<file path="src/rtl/fetch_pkg.sv">
// Shared types and constants for the instruction-fetch controller.
// Imported by the fetch FIFO and the fetch_ctrl top.
package fetch_pkg;

  typedef struct packed {
    logic [31:0] pc;
    logic [31:0] instr;
  } fetch_entry_t;

  localparam logic [31:0] NOP_INSTR        = 32'h0000_0013;
  localparam int          FETCH_FIFO_DEPTH = 2;

  // Fetch is word-aligned only; low byte-offset bits are dropped.
  function automatic logic [31:0] align_word(input logic [31:0] pc);
    return {pc[31:2], 2'b00};
  endfunction

endpackage

</file>
<file path="src/rtl/fetch_ctrl_if.sv">
// Bundles the instruction-memory port, the redirect request and the decode handshake.
// master = fetch controller side, slave = memory/decode/branch-resolution side.
interface fetch_ctrl_if #(
  parameter int ADDR_WIDTH = 11
);
  logic [ADDR_WIDTH-1:0] imem_addr;
  logic [31:0]           imem_dout;
  logic                  redirect_valid;
  logic [31:0]           redirect_pc;
  logic                  id_ready;
  logic                  if_valid;
  logic [31:0]           if_pc;
  logic [31:0]           if_instr;

  modport master (
    output imem_addr, if_valid, if_pc, if_instr,
    input  imem_dout, redirect_valid, redirect_pc, id_ready
  );

  modport slave (
    input  imem_addr, if_valid, if_pc, if_instr,
    output imem_dout, redirect_valid, redirect_pc, id_ready
  );
endinterface

</file>
<file path="src/rtl/fetch_fifo.sv">
// Skid FIFO of {pc, instr} entries that absorbs the one-cycle memory read latency.
// Flush empties it in one cycle; push and pop in the same cycle keep count and advance the head.
module fetch_fifo
  import fetch_pkg::*;
#(
  parameter int DEPTH = FETCH_FIFO_DEPTH
) (
  input  logic         clk,
  input  logic         reset,
  input  logic         push,
  input  fetch_entry_t push_data,
  input  logic         pop,
  input  logic         flush,
  output logic [1:0]   count,
  output fetch_entry_t head
);

  localparam int PW = (DEPTH > 1) ? $clog2(DEPTH) : 1;

  fetch_entry_t    entries [DEPTH];
  logic [PW-1:0]   wr_ptr;
  logic [PW-1:0]   rd_ptr;

  function automatic logic [PW-1:0] ptr_next(input logic [PW-1:0] p);
    return (p == PW'(DEPTH - 1)) ? '0 : p + 1'b1;
  endfunction

  always_ff @(posedge clk or negedge reset) begin
    if (!reset) begin
      for (int i = 0; i < DEPTH; i++) begin
        entries[i] <= '0;
      end
      wr_ptr <= '0;
      rd_ptr <= '0;
      count  <= '0;
    end else if (flush) begin
      wr_ptr <= '0;
      rd_ptr <= '0;
      count  <= '0;
    end else begin
      if (push) begin
        entries[wr_ptr] <= push_data;
        wr_ptr          <= ptr_next(wr_ptr);
      end
      if (pop) begin
        rd_ptr <= ptr_next(rd_ptr);
      end
      count <= count + {1'b0, push} - {1'b0, pop};
    end
  end

  assign head = entries[rd_ptr];

endmodule

</file>
<file path="src/rtl/fetch_ctrl.sv">
// Instruction-fetch controller: owns the PC, issues one word read per cycle to a
// synchronous-read memory, and hands {pc, instr} to decode over valid/ready.
module fetch_ctrl
  import fetch_pkg::*;
#(
  parameter int          ADDR_WIDTH = 11,
  parameter logic [31:0] RESET_PC   = 32'h0000_0000,
  parameter int          FIFO_DEPTH = FETCH_FIFO_DEPTH
) (
  input  logic          clk,
  input  logic          reset,
  fetch_ctrl_if.master  bus
);

  localparam logic [2:0] DEPTH_L = 3'(FIFO_DEPTH);

  logic [31:0]  fetch_pc;
  logic [31:0]  req_pc;
  logic         req_valid;
  logic [31:0]  addr_pc;
  logic [1:0]   count;
  logic [2:0]   occupancy;
  logic         issue;
  logic         push;
  logic         pop;
  logic         have_entry;
  fetch_entry_t head;
  fetch_entry_t push_entry;

  // A redirect both restarts the stream and supplies this cycle's address.
  assign addr_pc       = bus.redirect_valid ? align_word(bus.redirect_pc) : fetch_pc;
  assign bus.imem_addr = addr_pc[ADDR_WIDTH+1:2];

  assign have_entry = (count != 2'd0);
  assign pop        = have_entry & bus.id_ready & ~bus.redirect_valid;
  assign push       = req_valid & ~bus.redirect_valid;
  assign push_entry = '{pc: req_pc, instr: bus.imem_dout};

  // Entries left after this cycle's pop plus the read already in flight must
  // leave room for one more, so the FIFO can never overflow.
  assign occupancy = {1'b0, count} - {2'b00, pop} + {2'b00, req_valid};
  assign issue     = bus.redirect_valid | (occupancy < DEPTH_L);

  always_ff @(posedge clk or negedge reset) begin
    if (!reset) begin
      fetch_pc  <= RESET_PC;
      req_pc    <= '0;
      req_valid <= 1'b0;
    end else if (issue) begin
      req_valid <= 1'b1;
      req_pc    <= addr_pc;
      fetch_pc  <= addr_pc + 32'd4;
    end else begin
      req_valid <= 1'b0;
    end
  end

  fetch_fifo #(
    .DEPTH (FIFO_DEPTH)
  ) u_fifo (
    .clk       (clk),
    .reset     (reset),
    .push      (push),
    .push_data (push_entry),
    .pop       (pop),
    .flush     (bus.redirect_valid),
    .count     (count),
    .head      (head)
  );

  assign bus.if_valid = have_entry;
  assign bus.if_pc    = have_entry ? head.pc    : '0;
  assign bus.if_instr = have_entry ? head.instr : '0;

endmodule

</file>
<file path="src/flat_wrapper.sv">
// flat-port wrapper written by rule: the top's interface ports become plain ports
module fetch_ctrl_flat import fetch_pkg::*;
#(
  parameter int          ADDR_WIDTH = 11,
  parameter logic [31:0] RESET_PC   = 32'h0000_0000,
  parameter int          FIFO_DEPTH = FETCH_FIFO_DEPTH
)
  (clk, reset, bus_imem_addr, bus_if_valid, bus_if_pc, bus_if_instr, bus_imem_dout, bus_redirect_valid, bus_redirect_pc, bus_id_ready);
  fetch_ctrl_if #(.ADDR_WIDTH(ADDR_WIDTH)) bus_i ();
  input  logic clk;
  input  logic reset;
  output wire logic [$bits(bus_i.imem_addr)-1:0] bus_imem_addr;
  output wire logic [$bits(bus_i.if_valid)-1:0] bus_if_valid;
  output wire logic [$bits(bus_i.if_pc)-1:0] bus_if_pc;
  output wire logic [$bits(bus_i.if_instr)-1:0] bus_if_instr;
  input wire logic [$bits(bus_i.imem_dout)-1:0] bus_imem_dout;
  input wire logic [$bits(bus_i.redirect_valid)-1:0] bus_redirect_valid;
  input wire logic [$bits(bus_i.redirect_pc)-1:0] bus_redirect_pc;
  input wire logic [$bits(bus_i.id_ready)-1:0] bus_id_ready;
  assign bus_imem_addr = bus_i.imem_addr;
  assign bus_if_valid = bus_i.if_valid;
  assign bus_if_pc = bus_i.if_pc;
  assign bus_if_instr = bus_i.if_instr;
  assign bus_i.imem_dout = bus_imem_dout;
  assign bus_i.redirect_valid = bus_redirect_valid;
  assign bus_i.redirect_pc = bus_redirect_pc;
  assign bus_i.id_ready = bus_id_ready;
  fetch_ctrl #(.ADDR_WIDTH(ADDR_WIDTH), .RESET_PC(RESET_PC), .FIFO_DEPTH(FIFO_DEPTH)) u_core (.clk(clk), .reset(reset), .bus(bus_i));
endmodule
</file>
<file path="config.mk">
export PLATFORM = sky130hd
export DESIGN_NAME = fetch_ctrl_flat
export DESIGN_NICKNAME = d
export VERILOG_FILES = /design/src/rtl/fetch_pkg.sv /design/src/rtl/fetch_ctrl_if.sv /design/src/rtl/fetch_fifo.sv /design/src/rtl/fetch_ctrl.sv /design/src/flat_wrapper.sv
export SDC_FILE = /design/constraint.sdc
export NUM_CORES = 1
export LEC_CHECK = 0
export ABC_AREA = 1
export CORE_MARGIN = 5
export CORE_UTILIZATION = 45
export CTS_CLUSTER_SIZE = 14
export DETAILED_ROUTE_END_ITERATION = 10
export HOLD_SLACK_MARGIN = 0.05
export PLACE_DENSITY = 0.76
export SETUP_SLACK_MARGIN = 0.2
export SLEW_MARGIN = 20
export SYNTH_ARGS = -nofsm -noshare
export SYNTH_HDL_FRONTEND = slang
export SYNTH_SLANG_ARGS = --single-unit
</file>
<file path="constraint.sdc">
create_clock -name clk -period 5.8 [get_ports clk]
set_input_delay 1.45 -clock clk [delete_from_list [all_inputs] [get_ports clk]]
set_output_delay 1.45 -clock clk [all_outputs]
set_load 0.005 [all_outputs]
</file>
Yosys cells after proc, flatten, opt, wreduce, memory -nomap -nowiden
Cells that the tools add are included.
{ "totals": {"regBits": 197, "input_bits": 68, "out_inout_bits": 76} }
{ "classes": {"add_sub_neg": 7, "n_lt_le_gt_ge": 4, "mux": 17, "bitwise": 7, "reduce_logical": 5} }
{ "op_table": {"columns": ["op", "n"], "rows": [
  ["$mux W64", 4],
  ["$bwmux W128", 1],
  ["$mux W32", 3],
  ["$demux W64 S1", 1],
  ["$add A32 B3 Y32 const B", 1],
  ["$mux W1", 7],
  ["$reduce_bool A2 Y1", 3],
  ["$ge A2 B2 Y1 const B", 2],
  ["$not A1 Y2", 2],
  ["$add A3 B1 Y3", 1],
  ["$and A1 B1 Y1", 3],
  ["$lt A3 B2 Y1 const B", 1],
  ["$sub A2 B1 Y3", 1],
  ["$add A1 B1 Y1 const B", 2],
  ["$add A2 B1 Y2", 1],
  ["$lt A2 B1 Y1 const B", 1],
  ["$mux W2", 1],
  ["$reduce_and A2 Y1", 1],
  ["$sub A2 B1 Y2", 1],
  ["$logic_and A1 B1 Y1", 1],
  ["$not A1 Y1", 1],
  ["$or A1 B1 Y1", 1]
]} }

Longest topological paths before layout
Gate-level depths: netlist of the first run.
{ "depth": {"ltp_word": 8, "mapped_depth": 17, "mapped_depth_nobuf": 16} }

By module
A second synthesis of the first run with hierarchy kept.
{ "hier_totals": {"cells_unflattened": 1243, "hier_area_um2": 10525.1} }
{ "by_module_without_submodules": {"columns": ["module", "n_inst", "cells_each", "area_per_inst_um2"], "rows": [
  ["fetch_fifo", 1, 572, 6308.6],
  ["fetch_ctrl", 1, 671, 4216.5]
]} }

Worst setup path after synthesis of the first run
No wires, ideal clock.
{ "synth_timing": {"kind": "in2out", "start": "input bus_redirect_valid", "end": "output bus_imem_addr[1]", "arrival_time_ps": 1926, "required_time_ps": 4350, "setup_slack_ps": 2424, "cell_stages": 5, "path_buffers": 2, "cell_sequence": "inv_2 -> buf_6 -> nand2_1 -> nand2_1 -> buf_4"} }
{ "synth_via": {"elab_chain_cells": 1} }
{ "synth_rtl": {"columns": ["element", "line", "text"], "rows": [
  ["start: declaration", "flat_wrapper.sv:17", "input wire logic [$bits(bus_i.redirect_valid)-1:0] bus_redirect_valid;"],
  ["$mux W32", "fetch_ctrl.sv:31", "assign addr_pc = bus.redirect_valid ? align_word(bus.redirect_pc) : fetch_pc;"],
  ["end: declaration", "flat_wrapper.sv:12", "output wire logic [$bits(bus_i.imem_addr)-1:0] bus_imem_addr;"]
]} }
Every way passes these cells.

Worst setup path in the final report of the first run
Ends and elaborated chain as after synthesis.

==> results.json, run 1 <==
{
  "outcome": "complete, no violations",
  "die-area_sq_mm": 0.0234,
  "critPathMaxFanout": 12,
  "detailedRoute.firstPassIterationCount": 5,
  "grt_max_degree": 126,
  "cts_max_path_buffers": 2,
  "die_x_um": 153,
  "synthTopCellsByCount": "464 x nand2_1, 189 x dfrtp_1, 154 x o21ai_0, 88 x inv_1, 77 x a21oi_1",
  "rows": 52,
  "cts_sinks": 189,
  "synth-async-reset-ratio": 1.00,
  "wire_per_inst_um": 14.5,
  "slew_violations": 0,
  "powerDensity_mw_per_mm2": 494,
  "required_ns": 4.35,
  "worstSkewPairLatency_ns": 0.43,
  "ant_nets": 0,
  "start_kind": "input pin",
  "grt_overflow": 0,
  "arrival_ns": 3.13,
  "min_delay_path_depth": 2,
  "worst_slew_pin_slew_ns": 0.924,
  "root_buffer": "clkbuf_16",
  "finalSetupTns_ns": 0,
  "p_leak_nw": 5.24,
  "yosysTopAreaCellShare": 0.514,
  "post_cts_buffers": 0,
  "core_sq_mm": 0.0202,
  "maxCapViolCount": 0,
  "viasPerCell": 5.03,
  "cts_tree": "yes",
  "io_pins": 144,
  "critPathSlowestCell": "clkdlybuf4s50_1",
  "rsz0062_at_grt": "false",
  "ys.flop_type": "dfrtp_1",
  "irDropWorstVdd_mv": 0.250,
  "slew_headroom": 0.384,
  "grt_pass1_wl_mm": 37.8,
  "synth_warnings": 0,
  "r2r_cells": 15,
  "hold_start": "u_core.fetch_pc[3]",
  "max_stage_delay_ns": 0.64,
  "cp-startpoint": "bus_redirect_valid",
  "post-synth-top-count-cell": "nand2_1",
  "drc": 0,
  "worstReg2RegStart": "u_core.u_fifo.count[1]",
  "clk_pin_slew_worst_paths_ns": 0.07,
  "grt_pass1_vias": 7409,
  "gp_congestion": 0.852,
  "synthCells": 1206,
  "design_area_sq_mm": 0.0113,
  "cts_buffers": 17,
  "min_path_type": "flip-flop to flip-flop",
  "ctsResizeCount": 0,
  "io_buffer_count": 139,
  "crit_type": "input pin to output port",
  "skew_ns": 0.00835,
  "synth.distinct_cells": 32,
  "cp_cell_sequence": "clkdlybuf4s50_1 > buf_4 > nand2_1 > nand2_1 > clkdlybuf4s50_1",
  "fp.dieH_um": 153,
  "place_area_sq_mm": 0.0106,
  "synth_area_leader_cell": "dfrtp_1",
  "start_util": 0.456,
  "htree_levels": 4,
  "synth.ff_latch_count": 189,
  "routed_wl_mm": 22.9,
  "layout.nets": 1368,
  "setup_viol": 0,
  "syn_to_final_growth_pct": 22.8,
  "netlist_area_sq_mm": 0.00920,
  "diodes": 0,
  "max_freq_ghz": 0.218,
  "final_util": 0.560,
  "avgSynthCellArea_sq_um": 7.63,
  "end_kind": "output port",
  "numPlacedInstances": 1548,
  "min_period_ns": 4.58,
  "fin_hold_ws_ns": 0.477,
  "antenna_found_initial": 0,
  "hold_buffers": 0,
  "grt.total_usage": 0.195,
  "synth.area.top_cells": "dfrtp_1 51%, nand2_1 19%, o21ai_0 8.4%",
  "vias": 7947,
  "ys_seq_area_frac": 0.514,
  "hold_viol": 0,
  "dp_hpwl_mm": 14.7,
  "drive_gt1_frac": 0.0664,
  "drt_iter0_drc": 455,
  "final.period_utilization": 0.790,
  "synth-edff-count": 0,
  "stdcell_count": 1580
}
==> sequential cells by signal, indices dropped and copies added (netlist names) <==
signal                 count
u_core.fetch_pc           30
u_core.req_pc             30
u_core.u_fifo.wr_ptr       1
u_core.req_valid           1
u_core.u_fifo.rd_ptr       1
u_core.u_fifo.count        2
u_core.u_fifo.entries    124
==> path summary, 6_finish.rpt <==
check | slack (ns) | to
setup / recovery | 1.22 | bus_imem_addr[1]
hold / removal | 0.48 | u_core.fetch_pc[3]
setup reg to reg | 2.32 | u_core.fetch_pc[14]
hold reg to reg | 0.48 | u_core.fetch_pc[3]
max in group asynchronous | 3.64 | u_core.u_fifo.rd_ptr
min in group asynchronous | 1.14 | u_core.u_fifo.entries[5]
==> cell families (layout without fill, tap and decap cells) <==
kind of cell	count (synthesis)	after routing	synth area share
xor+xnor	2	2	0.00190
buf+inv	172	275	0.0823
flops	189	189	0.514
mux	1	1	0.00109
fa+ha+maj	3	3	0.00490
other cells	1	2	0.000408
simple gates	596	596	0.261
compound gates	242	242	0.135
==> through the flow <==
| stage | setup WS (ns) | total power [W] |
|---|---|---|
| finish | 1.22 | 0.00558 |
| floorplan | 2.42 | 0.00353 |
| global route | 1.17 | 0.00603 |
| global placement | 1.19 | 0.00425 |
| CTS | 1.22 | 0.00562 |
| detailed placement | 1.11 | 0.00433 |
==> worst max-delay path, delay by kind of cell <==
kind	cells	cell delay, ns
buffers and inverters	3	1.43
AND/OR/NAND/NOR	2	0.24
==> per-layer routing <==
| metal | vias up | track usage | part of all wire |
|---|---|---|---|
| met2 | 262 | 0.304 | 0.46 |
| li1 | 3971 | - | - |
| met5 | - | 0 | 0 |
| met4 | 0 | 0.0564 | 0.013 |
| met3 | 20 | 0.0385 | 0.057 |
| met1 | 3694 | 0.279 | 0.47 |
==> cells in the final DEF (no fill, tap or decap), types with 2 or more instances in the layout <==
master,Yosys,routed
nor2_1,53,52
dfrtp_1,189,188
inv_1,88,88
clkinv_2,0,2
conb_1,1,2
inv_6,0,3
inv_2,6,6
nand2_2,19,19
ha_1,2,2
buf_4,16,9
nor2_2,9,9
o211ai_1,5,5
nor2_4,3,4
inv_8,0,2
clkdlybuf4s50_1,0,138
xnor2_1,2,2
a21oi_1,77,77
nand2_8,0,2
nand4_1,3,3
nand3_1,41,41
nand2_1,464,462
bufinv_16,0,4
o21ai_0,154,154
clkinvlp_4,0,2
o21ai_2,2,2
clkbuf_16,0,17
==> area by class of cell <==
| cell class | instances | area, sq um |
|---|---|---|
| Timing Repair Buffer | 149 | 1480 |
| Sequential cell | 189 | 4730 |
| Fill cell | 1842 | 8870 |
| Clock inverter | 14 | 203 |
| Clock buffer | 18 | 439 |
| Multi-Input combinational cell | 846 | 3760 |
| Inverter | 94 | 353 |
| Tap cell | 270 | 338 |
==> where the power goes <==
group          internal, W  switching, W  leakage (nW)
sequential         0.00193      0.000296          2.34
clock             0.000743      0.000528         0.311
combinational     0.000823       0.00126          2.58
Power figures use the tool's default switching activity.
==> run 2: changes to the inputs <==
--- a/config.mk
+++ b/config.mk
@@ -11,7 +11,7 @@
 export CTS_CLUSTER_SIZE = 14
 export DETAILED_ROUTE_END_ITERATION = 10
 export HOLD_SLACK_MARGIN = 0.05
-export PLACE_DENSITY = 0.76
+export PLACE_DENSITY = 0.78
 export SETUP_SLACK_MARGIN = 0.2
 export SLEW_MARGIN = 20
 export SYNTH_ARGS = -nofsm -noshare
==> constraint.sdc (replaced) <==
create_clock -name clk -period 3.9 [get_ports clk]
set_input_delay 0.975 -clock clk [delete_from_list [all_inputs] [get_ports clk]]
set_output_delay 0.975 -clock clk [all_outputs]
set_load 0.005 [all_outputs]
==> run 2 against run 1 <==
Worst hold slack better by 0.0060 ns. Sequential power grew 48%. Critical path depth is the same. Die area did not move. Routed wire length about the same. Non-clock buffer count rose by 9. Critical path type unchanged. Critical endpoint is now bus_imem_addr[8]. Largest cell class unchanged. Highest routed layer unchanged.
==> results.json, run 2 (same netlist as run 1, synthesis figures left out) <==
{
  "outcome": "complete, no violations",
  "finalSetupTns_ns": 0,
  "layout.nets": 1377,
  "ctsResizeCount": 2,
  "required_ns": 2.92,
  "grt_pass1_vias": 7638,
  "start_util": 0.456,
  "rows": 52,
  "cts_max_path_buffers": 2,
  "core_sq_mm": 0.0202,
  "rrSetupSlack_ns": 1.25,
  "skew_ns": 0.0109,
  "hold_end": "u_core.fetch_pc[26]",
  "gp_congestion": 0.923,
  "grt_max_degree": 91,
  "min_path_type": "flip-flop to flip-flop",
  "cts_tree": "yes",
  "hold_buffers": 0,
  "start_kind": "input pin",
  "max_freq_ghz": 0.287,
  "hold_start": "u_core.fetch_pc[26]",
  "grt_overflow": 0,
  "fp.dieH_um": 153,
  "final_util": 0.562,
  "largest_reg_flops": 124,
  "end_kind": "output port",
  "slew_violations": 0,
  "htree_levels": 4,
  "antenna_found_initial": 0,
  "powerDensity_mw_per_mm2": 723,
  "io_pins": 144,
  "wire_per_inst_um": 14.4,
  "irDropWorstVdd_mv": 0.397,
  "hold_viol": 0,
  "post_cts_buffers": 0,
  "routed_wl_mm": 22.9,
  "grt.total_usage": 0.196,
  "ant_nets": 0,
  "setup_viol": 0,
  "root_buffer": "clkbuf_16",
  "viasPerCell": 5.04,
  "rr_endpoint": "u_core.fetch_pc[14]",
  "min_period_ns": 3.49,
  "dp_hpwl_mm": 15.4,
  "final.period_utilization": 0.894,
  "arrival_ns": 2.51,
  "cts_sinks": 189,
  "min_delay_path_depth": 2,
  "p_total_w": 0.00819,
  "maxCapViolCount": 0,
  "top_regs": "u_core.u_fifo.entries (124), u_core.fetch_pc (30), u_core.req_pc (30)",
  "rsz0062_at_grt": "false",
  "die_x_um": 153,
  "diodes": 0,
  "die-area_sq_mm": 0.0234,
  "r2r_cells": 16,
  "drc": 0,
  "final_cell_mix": "462 x nand2_1, 188 x dfrtp_1, 154 x o21ai_0",
  "drt_iter0_drc": 497,
  "syn_to_final_growth_pct": 23.2,
  "worstSkewPairLatency_ns": 0.42,
  "critPathMaxFanout": 14,
  "worstReg2RegStart": "u_core.u_fifo.count[1]",
  "largest_register": "u_core.u_fifo.entries",
  "io_buffer_count": 139,
  "nFillCells": 1838,
  "drive_gt1_frac": 0.0720,
  "vias": 8002,
  "final_common_cell": "nand2_1",
  "clk_pin_slew_worst_paths_ns": 0.07,
  "cp-startpoint": "bus_redirect_valid",
  "detailedRoute.firstPassIterationCount": 7,
  "crit_type": "input pin to output port",
  "p_leak_nw": 5.27,
  "worst_slew_pin_slew_ns": 0.779,
  "grt_pass1_wl_mm": 38.2,
  "slew_headroom": 0.481,
  "cts_buffers": 17
}
## run 2: worst max-delay path, cell delays in order
cell and delay [ns]:
dlygate4sd2_1 0.47, buf_4 0.29, nand2_1 0.08, nand2_2 0.15, clkdlybuf4s50_1 0.53
## run 2: metal layers
| layer | share of wire | up-vias | wire (um) | track usage |
|---|---|---|---|---|
| met2 | 0.46 | 262 | 10500 | 0.312 |
| met4 | 0.010 | 0 | 229 | 0.0454 |
| met1 | 0.48 | 3723 | 10900 | 0.281 |
| met3 | 0.053 | 19 | 1220 | 0.0353 |
| li1 | - | 3998 | - | - |
| met5 | 0 | - | 0 | 0 |
## run 2: area by class of cell
cell class / instances / area [sq um] / share of cell area
timing repair buffer: 158 / 1600 / 0.141
tap: 270 / 338 / 0.0298
sequential: 189 / 4730 / 0.418
clock inverter: 13 / 129 / 0.0114
multi-input combinational: 846 / 3740 / 0.330
clock buffer: 19 / 443 / 0.0391
inverter: 94 / 355 / 0.0314
## run 2: worst max path at each step
stage,end,depth (start not counted)
after floorplan,u_core.fetch_pc[23],14
after global placement,u_core.fetch_pc[31],13
after detailed placement,u_core.fetch_pc[14],13
after CTS,bus_imem_addr[10],5
after global routing,bus_if_instr[10],5
final,bus_imem_addr[8],5
## run 2: stage by stage
stage	hold WS (ns)	area, sq um	setup WS, ns	std cells
floorplan	0.442	9200	1.08	1207
global placement	0.462	10800	0.123	1557
detailed placement	0.469	10800	0.113	1557
CTS	0.485	11300	0.434	1589
global route	0.496	11300	0.317	1589
finish	0.483	11300	0.414	1589
## run 2: where the power goes
part | switching, W | total, W | internal [W]
clock | 0.000783 | 0.00170 | 0.000916
sequential | 0.000441 | 0.00331 | 0.00287
combinational | 0.00189 | 0.00318 | 0.00129
==> run 3: changes to the inputs <==
--- a/config.mk
+++ b/config.mk
@@ -11,6 +11,7 @@
 export CTS_CLUSTER_SIZE = 14
 export DETAILED_ROUTE_END_ITERATION = 10
 export HOLD_SLACK_MARGIN = 0.05
+export MAX_ROUTING_LAYER = met4
 export PLACE_DENSITY = 0.78
 export SETUP_SLACK_MARGIN = 0.2
 export SLEW_MARGIN = 20
==> run 3 against run 2 <==
Critical path type is now flip-flop to output port. Die area stayed put. Largest power group unchanged. Global-route usage up 0.59 points. Routed wire length is 0.18% lower. Non-clock buffer count is the same.
==> results.json, run 3 (same netlist as run 1, synthesis figures left out) <==
{
  "outcome": "complete, no violations",
  "dp_hpwl_mm": 15.3,
  "htree_levels": 4,
  "cts_sinks": 189,
  "drive_gt1_frac": 0.0728,
  "p_sw_w": 0.00310,
  "p_seq_frac": 0.403,
  "root_buffer": "clkbuf_16",
  "cts_tree": "yes",
  "critPathMaxFanout": 30,
  "grt_pass1_wl_mm": 38.0,
  "p_leak_nw": 5.29,
  "final.period_utilization": 0.864,
  "rsz0062_at_grt": "false",
  "crit_type": "flip-flop to output port",
  "design_area_sq_mm": 0.0113,
  "start_kind": "flip-flop",
  "fp.dieH_um": 153,
  "vias": 7919,
  "final_common_cell": "nand2_1",
  "cts_buffers": 17,
  "wire_per_inst_um": 14.4,
  "p_int_w": 0.00511,
  "nFillCells": 1851,
  "ant_nets": 0,
  "core_sq_mm": 0.0202,
  "min_path_type": "flip-flop to flip-flop",
  "grt_overflow": 0,
  "diodes": 0,
  "irDropWorstVdd_mv": 0.387,
  "viasPerCell": 4.98,
  "place_area_sq_mm": 0.0107,
  "die_x_um": 153,
  "end_kind": "output port",
  "detailedRoute.firstPassIterationCount": 5,
  "skew_ns": 0.00840,
  "final_cell_mix": "462 x nand2_1, 188 x dfrtp_1, 154 x o21ai_0",
  "power_frac_comb": 0.386,
  "finalSetupTns_ns": 0,
  "grt.total_usage": 0.202,
  "io_pins": 144,
  "arrival_ns": 2.40,
  "powerDensity_mw_per_mm2": 724,
  "rows": 52,
  "worst_slew_pin_slew_ns": 0.736,
  "layout.nets": 1377,
  "drt_iter0_drc": 638,
  "largest_register": "u_core.u_fifo.entries",
  "antenna_found_initial": 0,
  "gp_congestion": 0.938,
  "grt_pass1_vias": 7434,
  "grt_max_degree": 95,
  "routed_wl_mm": 22.8,
  "io_buffer_count": 139,
  "maxCapViolCount": 0,
  "setup_viol": 0,
  "required_ns": 2.92,
  "drc": 0,
  "largest_reg_flops": 124,
  "die-area_sq_mm": 0.0234,
  "top_regs": "u_core.u_fifo.entries (124), u_core.fetch_pc (30), u_core.req_pc (30)",
  "hold_viol": 0,
  "start_util": 0.456,
  "p_clk_frac": 0.211,
  "worstSkewPairLatency_ns": 0.42,
  "max_freq_ghz": 0.297,
  "clk_pin_slew_worst_paths_ns": 0.07,
  "post_cts_buffers": 0,
  "cts_max_path_buffers": 2,
  "syn_to_final_growth_pct": 23.2,
  "slew_violations": 0,
  "sw_frac_of_total": 0.377,
  "slew_headroom": 0.510,
  "min_period_ns": 3.37
}
==> run 3: cell types whose count changed in the layout (fill, tap and decap cells not counted), sizes merged <==
cell and delta:
clkbuf -2, dlymetal6s2s +1, dlygate4sd2 -1, clkinv +3
bufinv +1, clkinvlp -1, inv -1
==> run 3: timing repair <==
| action | in CTS | in global routing |
|---|---|---|
| endpoints found under the setup margin | 0 | 3 |
| gates resized for setup | 0 | 1 |
| hold buffers | 0 | 0 |
==> run 3: final cells by class <==
type,instances,area [sq um],share of cell area
Clock buffer,17,425,0.0375
Multi-Input combinational cell,846,3740,0.330
Sequential cell,189,4730,0.417
Inverter,94,353,0.0311
Clock inverter,15,161,0.0142
Tap cell,270,338,0.0298
Timing Repair Buffer,158,1590,0.140
==> run 3: worst paths after layout <==
check,from,end,slack [ns],depth (start not counted)
min reg2reg,u_core.fetch_pc[3],u_core.fetch_pc[3],0.48,2
max,u_core.u_fifo.rd_ptr,bus_if_instr[29],0.53,5
max in group asynchronous,reset,u_core.u_fifo.entries[72],2.32,2
max reg2reg,u_core.u_fifo.count[1],u_core.fetch_pc[5],1.03,15
min in group asynchronous,reset,u_core.u_fifo.entries[71],0.57,1
min,u_core.fetch_pc[3],u_core.fetch_pc[3],0.48,2
==> run 3: critical path, stage by stage, from the launching register on <==
cell and delay, ns:
dfrtp_2 0.41, inv_2 0.33, buf_4 0.41, nand2_1 0.09
a21oi_1 0.19, clkdlybuf4s50_1 0.54
==> run 3: through the flow <==
stage | utilization | worst slack, ns | hold WS (ns) | total power [W] | std cells
after global routing | 0.562 | 0.368 | 0.500 | 0.00891 | 1589
after global placement | 0.533 | 0.120 | 0.460 | 0.00638 | 1557
final | 0.562 | 0.529 | 0.477 | 0.00821 | 1589
after floorplan | - | 1.08 | 0.442 | 0.00525 | 1207
after detailed placement | 0.533 | 0.0350 | 0.465 | 0.00651 | 1557
after CTS | 0.562 | 0.262 | 0.482 | 0.00828 | 1589
==> run 3: layer usage <==
metal / track usage / routed length [um]
met4: 0.0467 / 229
met1: 0.285 / 10700
met5: - / 0
met2: 0.309 / 10600
met3: 0.0319 / 1260
==> run 3: power by group through the flow <==
stage	Clock (W)	Sequential (W)	Combinational [W]
finish	0.00173	0.00331	0.00317
global route	0.00188	0.00342	0.00360
CTS	0.00178	0.00330	0.00320
detailed placement	0	0.00333	0.00318
global placement	0	0.00330	0.00309
floorplan	0	0.00323	0.00202
